[src/rtl/cla_16_addsub_pipe.sv]
// Three-stage pipelined 16-bit adder/subtractor using four 4-bit
// lookahead slices and a second-level lookahead carry unit.
module cla_16_addsub_pipe (
    input  logic        clk,
    input  logic        rst,
    input  logic        in_valid,
    output logic        in_ready,
    input  logic [15:0] a,
    input  logic [15:0] b,
    input  logic        sub,
    output logic        out_valid,
    input  logic        out_ready,
    output logic [15:0] s,
    output logic        c_out,
    output logic        ovf,
    output logic        zero
);

    // Slice sum with internal lookahead; MSB is the carry into bit 3.
    function automatic logic [4:0] slice_sum(
        input logic [3:0] x,
        input logic [3:0] y,
        input logic       ci
    );
        logic [3:0] pp;
        logic [3:0] gg;
        logic [3:0] cc;
        pp    = x ^ y;
        gg    = x & y;
        cc[0] = ci;
        cc[1] = gg[0] | (pp[0] & ci);
        cc[2] = gg[1] | (pp[1] & gg[0]) | (pp[1] & pp[0] & ci);
        cc[3] = gg[2] | (pp[2] & gg[1]) | (pp[2] & pp[1] & gg[0])
              | (pp[2] & pp[1] & pp[0] & ci);
        return {cc[3], pp ^ cc};
    endfunction

    logic        v1, v2, v3;
    logic        adv1, adv2, adv3;

    logic [15:0] a1, bx1;
    logic        cin1;

    logic [15:0] a2, bx2;
    logic        cin2;
    logic [3:0]  p2, g2;

    logic [15:0] pb, gb;
    logic [3:0]  p_n, g_n;

    logic [4:0]  blk_c;
    logic [4:0]  sl0, sl1, sl2, sl3;
    logic [15:0] s_n;

    assign adv3     = v2 & (~v3 | out_ready);
    assign adv2     = v1 & (~v2 | adv3);
    assign in_ready = ~v1 | adv2;
    assign adv1     = in_valid & in_ready;
    assign out_valid = v3;

    // Block propagate/generate for each 4-bit slice of stage 1.
    always_comb begin
        pb  = a1 ^ bx1;
        gb  = a1 & bx1;
        p_n = '0;
        g_n = '0;
        for (int k = 0; k < 4; k++) begin
            p_n[k] = &pb[4*k +: 4];
            g_n[k] = gb[4*k+3]
                   | (pb[4*k+3] & gb[4*k+2])
                   | (pb[4*k+3] & pb[4*k+2] & gb[4*k+1])
                   | (pb[4*k+3] & pb[4*k+2] & pb[4*k+1] & gb[4*k]);
        end
    end

    // Second-level lookahead carries and per-slice sums for stage 3.
    always_comb begin
        blk_c[0] = cin2;
        blk_c[1] = g2[0] | (p2[0] & cin2);
        blk_c[2] = g2[1] | (p2[1] & g2[0]) | (p2[1] & p2[0] & cin2);
        blk_c[3] = g2[2] | (p2[2] & g2[1]) | (p2[2] & p2[1] & g2[0])
                 | (p2[2] & p2[1] & p2[0] & cin2);
        blk_c[4] = g2[3] | (p2[3] & g2[2]) | (p2[3] & p2[2] & g2[1])
                 | (p2[3] & p2[2] & p2[1] & g2[0])
                 | (p2[3] & p2[2] & p2[1] & p2[0] & cin2);
        sl0 = slice_sum(a2[3:0],   bx2[3:0],   blk_c[0]);
        sl1 = slice_sum(a2[7:4],   bx2[7:4],   blk_c[1]);
        sl2 = slice_sum(a2[11:8],  bx2[11:8],  blk_c[2]);
        sl3 = slice_sum(a2[15:12], bx2[15:12], blk_c[3]);
        s_n = {sl3[3:0], sl2[3:0], sl1[3:0], sl0[3:0]};
    end

    // Stage 1: operand register with conditional inversion of b.
    always_ff @(posedge clk or posedge rst) begin
        if (rst) begin
            v1   <= 1'b0;
            a1   <= '0;
            bx1  <= '0;
            cin1 <= 1'b0;
        end else begin
            v1 <= adv1 | (v1 & ~adv2);
            if (adv1) begin
                a1   <= a;
                bx1  <= b ^ {16{sub}};
                cin1 <= sub;
            end
        end
    end

    // Stage 2: block p/g register plus forwarded operands.
    always_ff @(posedge clk or posedge rst) begin
        if (rst) begin
            v2   <= 1'b0;
            a2   <= '0;
            bx2  <= '0;
            cin2 <= 1'b0;
            p2   <= '0;
            g2   <= '0;
        end else begin
            v2 <= adv2 | (v2 & ~adv3);
            if (adv2) begin
                a2   <= a1;
                bx2  <= bx1;
                cin2 <= cin1;
                p2   <= p_n;
                g2   <= g_n;
            end
        end
    end

    // Stage 3: result register, held while the consumer stalls.
    always_ff @(posedge clk or posedge rst) begin
        if (rst) begin
            v3    <= 1'b0;
            s     <= '0;
            c_out <= 1'b0;
            ovf   <= 1'b0;
            zero  <= 1'b0;
        end else begin
            v3 <= adv3 | (v3 & ~out_ready);
            if (adv3) begin
                s     <= s_n;
                c_out <= blk_c[4];
                ovf   <= sl3[4] ^ blk_c[4];
                zero  <= (s_n == 16'h0000);
            end
        end
    end

endmodule

[config.mk]
export PLATFORM = sky130hd
export DESIGN_NAME = cla_16_addsub_pipe
export DESIGN_NICKNAME = d
export VERILOG_FILES = /design/src/rtl/cla_16_addsub_pipe.sv
export SDC_FILE = /design/constraint.sdc
export NUM_CORES = 1
export LEC_CHECK = 0
export CORE_MARGIN = 5
export CORE_UTILIZATION = 55
export CTS_BUF_LIST = sky130_fd_sc_hd__clkbuf_8
export DETAILED_ROUTE_END_ITERATION = 7
export HOLD_SLACK_MARGIN = 0.15
export PLACE_DENSITY = 0.79
export RECOVER_POWER = 25
export SKIP_LAST_GASP = 1
export SLEW_MARGIN = 5
export SYNTH_ARGS = -nofsm -noshare
export SYNTH_HDL_FRONTEND = slang
export SYNTH_SLANG_ARGS = --single-unit
[constraint.sdc]
create_clock -name clk -period 9.05 [get_ports clk]
set_clock_uncertainty 0.2 [all_clocks]
set_input_delay 1.81 -clock clk [delete_from_list [all_inputs] [get_ports clk]]
set_output_delay 1.81 -clock clk [all_outputs]
set_load 0.005 [all_outputs]
# Word-level counts from Yosys, hierarchy flattened

Index checks and enable logic that the tools add are counted.

Bits in registers: 96
Input port bits: 37
Output and inout port bits: 21
Word-level logic and storage cells: 172

Bitwise gates (word level): 152
Reduce and logical (&&, ||, !) cells: 5

Operators with widths:

| operator         | number |
|---|---|
| $and 1x1->1      | 78 |
| $or 1x1->1       | 52 |
| $xor 16x16->16   | 2 |
| $xor 4x4->4      | 8 |
| $and 16x16->16   | 1 |
| $logic_not 16->1 | 1 |
| $reduce_and 4->1 | 4 |
| $and 3x3->3      | 4 |
| $not 1->1        | 6 |
| $xor 1x1->1      | 1 |

# Longest topological paths before layout

Depth after elaboration: 8
Depth in mapped cells: 10

# Least setup slack after synthesis

OpenSTA, ideal clock, no wires.

Path kind: input to output
Start: input out_ready
End: output in_ready
Data arrival time: 2.061 ns
Data required time: 7.040 ns
Setup slack: 4.979 ns
Stages on the path: 2
Path through: nor2b_1 -> nand3_1

Word-level cells in the longest chain between the ends: 5

RTL lines:

| what               | RTL line | source |
|---|---|---|
| start: declaration | 12       | `input logic out_ready,` |
| $or 1x1->1         | 55       | `assign adv3 = v2 & (~v3 \| out_ready);` |
| $and 1x1->1        | 55       |  |
| $or 1x1->1         | 56       | `assign adv2 = v1 & (~v2 \| adv3);` |
| $and 1x1->1        | 56       |  |
| $or 1x1->1         | 57       | `assign in_ready = ~v1 \| adv2;` |
| end: declaration   | 7        | `output logic in_ready,` |

Every way passes these cells.

# Worst setup path after layout

Ends and elaborated chain as after synthesis.

==> out/qor.csv <==
metric,value,unit
vias,2868,
syn_inst,366,
cts_hold_buf,0,
synth_common_cells,"dfrtp_1 (96), mux2_2 (58), nand2_1 (40)",
diodes,0,
pwr-share-clk,0.223,
fin_crit,5.19,ns
placementRows,33,
fin_nets,492,
async_flop_share,1.00,
grt.overflow.total,0,
setup-tns-final,0,ns
fp.dieH,101,um
cp_data_required_time,7.04,ns
ys_ff_latch,96,
post-route-period-util,0.573,
ctsResizeCount,0,
synth_edf_count,0,
p_int,1020,uW
io_pins,58,
comb_power_share,0.356,
initial_core_util,0.560,
path_class,in -> out,
failed_checks,"max-capacitance violations, max-slew violations",
power_frac_seq,0.421,
cp-end-kind,output port,
relSlewSlack,-0.260,
grt_start_max_net_pins,55,
peakVddDrop,0.000109,V
yosysTopAreaCell,dfrtp_1,
die_area,10200,um2
rsz0062_at_grt,false,
start_kind,input pin,
place_congestion,0.803,
ys_seq_area_frac,0.527,
synth_area_leaders,"dfrtp_1 (53%), mux2_2 (14%), ha_1 (7.7%), xnor2_1 (5.6%), o21ai_0 (3.7%)",
ant_nets,0,
core-area,8130,um2
switching_power,466,uW
syn_area_per_cell,12.5,um2
worstPathArrival,3.18,ns
dp_hpwl,5870,um
cts_made_buffers,9,
postCtsSetupBuffers,0,
netlist_area,4560,um2
clk_pin_slew_worst_paths,0.08,ns
final_core_util,0.672,
cap_violations,1,
drt_pass1_iterations,4,
grt_pass1_vias,2860,
ys.warnings.count,0,
grt_pass1_wl,14000,um
synth_most_common_cell,dfrtp_1,
hp-class,reg -> reg,
synth_nets,435,
hold_viol_final,0,
drtIter0Drc,128,
die_w,101,um
routed_wl,8110,um
synth_top_area_share,0.527,
seqCellArea,2400,um2
cts_tree,done,
syn_to_final_growth,19.9,%
drive_above_1_share,0.194,
report.final.slew_viol_count,44,
status,"finished, violations left",
drcViolationCount,0,
port_buffers,57,
cts.path.max_buffers,2,
avgViaCountPerCell,5.38,
h-tree-depth,3,
clock-sinks,96,
synth_cell_types,33,
power_leakage,0.00241,uW
multi_input_area,2090,um2
groute.usage.overall,0.175,
wire_per_inst,15.2,um
finalSetupViolations,0,
pwr_density_cell,272,nW/um2
worstSkewPairLatency,0.36,ns
grt_antenna_before_repair,0,
sw_frac_of_total,0.314,
synthFlopType,dfrtp_1,
fillCellCount,623,
crit_fanout,3,
tightest_slew,1.88,ns
clock-root-buffer,clkbuf_8,
fmax,193,MHz
==> layout by cell type (no fill, tap or decap), drive strengths merged, types with 2 or more instances in the layout <==
cell type,n
a211oi,2
a21o,14
a21oi,7
a31oi,3
buf,3
bufinv,3
clkbuf,9
clkdlybuf4s50,47
clkinvlp,3
dfrtp,96
dlygate4sd3,10
fa,4
ha,28
inv,2
mux2,58
nand2,40
nand2b,4
nand3,2
nand4,7
nor2,5
nor2b,2
nor3,2
nor4,2
o21a,2
o21ai,34
xnor2,29
xor2,3
==> cells by family (layout without fill, tap and decap cells) <==
logic type / Yosys count / in the layout / synth area share
AND/OR/NAND/NOR: 66 / 66 / 0.0683
flip-flops: 96 / 96 / 0.527
buffers and inverters: 16 / 78 / 0.0154
AO/OA/AOI/OAI: 66 / 66 / 0.0900
multiplexers: 58 / 58 / 0.143
XOR/XNOR: 32 / 32 / 0.0615
adder cells (fa/ha/maj): 32 / 32 / 0.0944
==> power by group through the flow <==
| stage | logic (uW) | clock network [uW] | registers, uW |
|---|---|---|---|
| after detailed placement | 532 | 0 | 637 |
| after floorplan | 354 | 0 | 617 |
| after CTS | 539 | 337 | 628 |
| final | 528 | 331 | 626 |
| after global routing | 588 | 355 | 645 |
| after global placement | 516 | 0 | 630 |
==> stage by stage <==
step / power (uW) / hold WS (ns) / instances / setup slack (ns) / area, um2
after CTS: 1500 / 0.290 / 533 / 3.99 / 5460
after detailed placement: 1170 / 0.270 / 517 / 3.99 / 5220
final: 1490 / 0.279 / 533 / 3.86 / 5460
after global placement: 1150 / 0.261 / 517 / 4.09 / 5220
after floorplan: 971 / 0.258 / 366 / 4.53 / 4560
after global routing: 1590 / 0.337 / 533 / 3.78 / 5460
==> final cells by class <==
| type | instances | area share |
|---|---|---|
| Sequential cell | 96 | 0.440 |
| Inverter | 2 | 0.00160 |
| Tap cell | 105 | 0.0240 |
| Clock inverter | 7 | 0.0218 |
| Multi-Input combinational cell | 254 | 0.382 |
| Timing Repair Buffer | 60 | 0.109 |
| Clock buffer | 9 | 0.0227 |
==> path summary, 6_finish.rpt <==
| check | startpoint | slack [ns] | cells after the start | endpoint |
|---|---|---|---|---|
| hold reg to reg | ovf | 0.28 | 2 | ovf |
| hold / removal | ovf | 0.28 | 2 | ovf |
| max in group asynchronous | rst | 5.08 | 3 | bx2[5] |
| setup reg to reg | cin2 | 6.12 | 10 | zero |
| setup / recovery | out_ready | 3.86 | 4 | in_ready |
| min in group asynchronous | rst | 2.18 | 2 | v2 |
==> sequential cells by signal, indices dropped and copies added, names as in the netlist <==
name and count:
ovf 1, bx2 16, s 16, cin2 1
bx1 16, cin1 1, c_out 1, zero 1
g2 4, a2 16, v2 1, v1 1
p2 4, a1 16, out_valid 1
==> routing by layer <==
| layer | GRT usage | part of all wire | wire (um) | vias to the layer above |
|---|---|---|---|---|
| met1 | 0.257 | 0.48 | 3910 | 1387 |
| met4 | 0.0644 | 0.020 | 166 | 0 |
| met5 | 0 | 0 | 0 | - |
| met3 | 0.0311 | 0.039 | 320 | 14 |
| met2 | 0.263 | 0.46 | 3720 | 54 |
| li1 | - | - | - | 1413 |
==> worst max-delay path, stage by stage <==
cell             delay [ns]
dlygate4sd3_1          0.56
nor2b_1                0.17
nand3_1                0.16
clkdlybuf4s50_1        0.48
(Power assumes the default switching activity.)
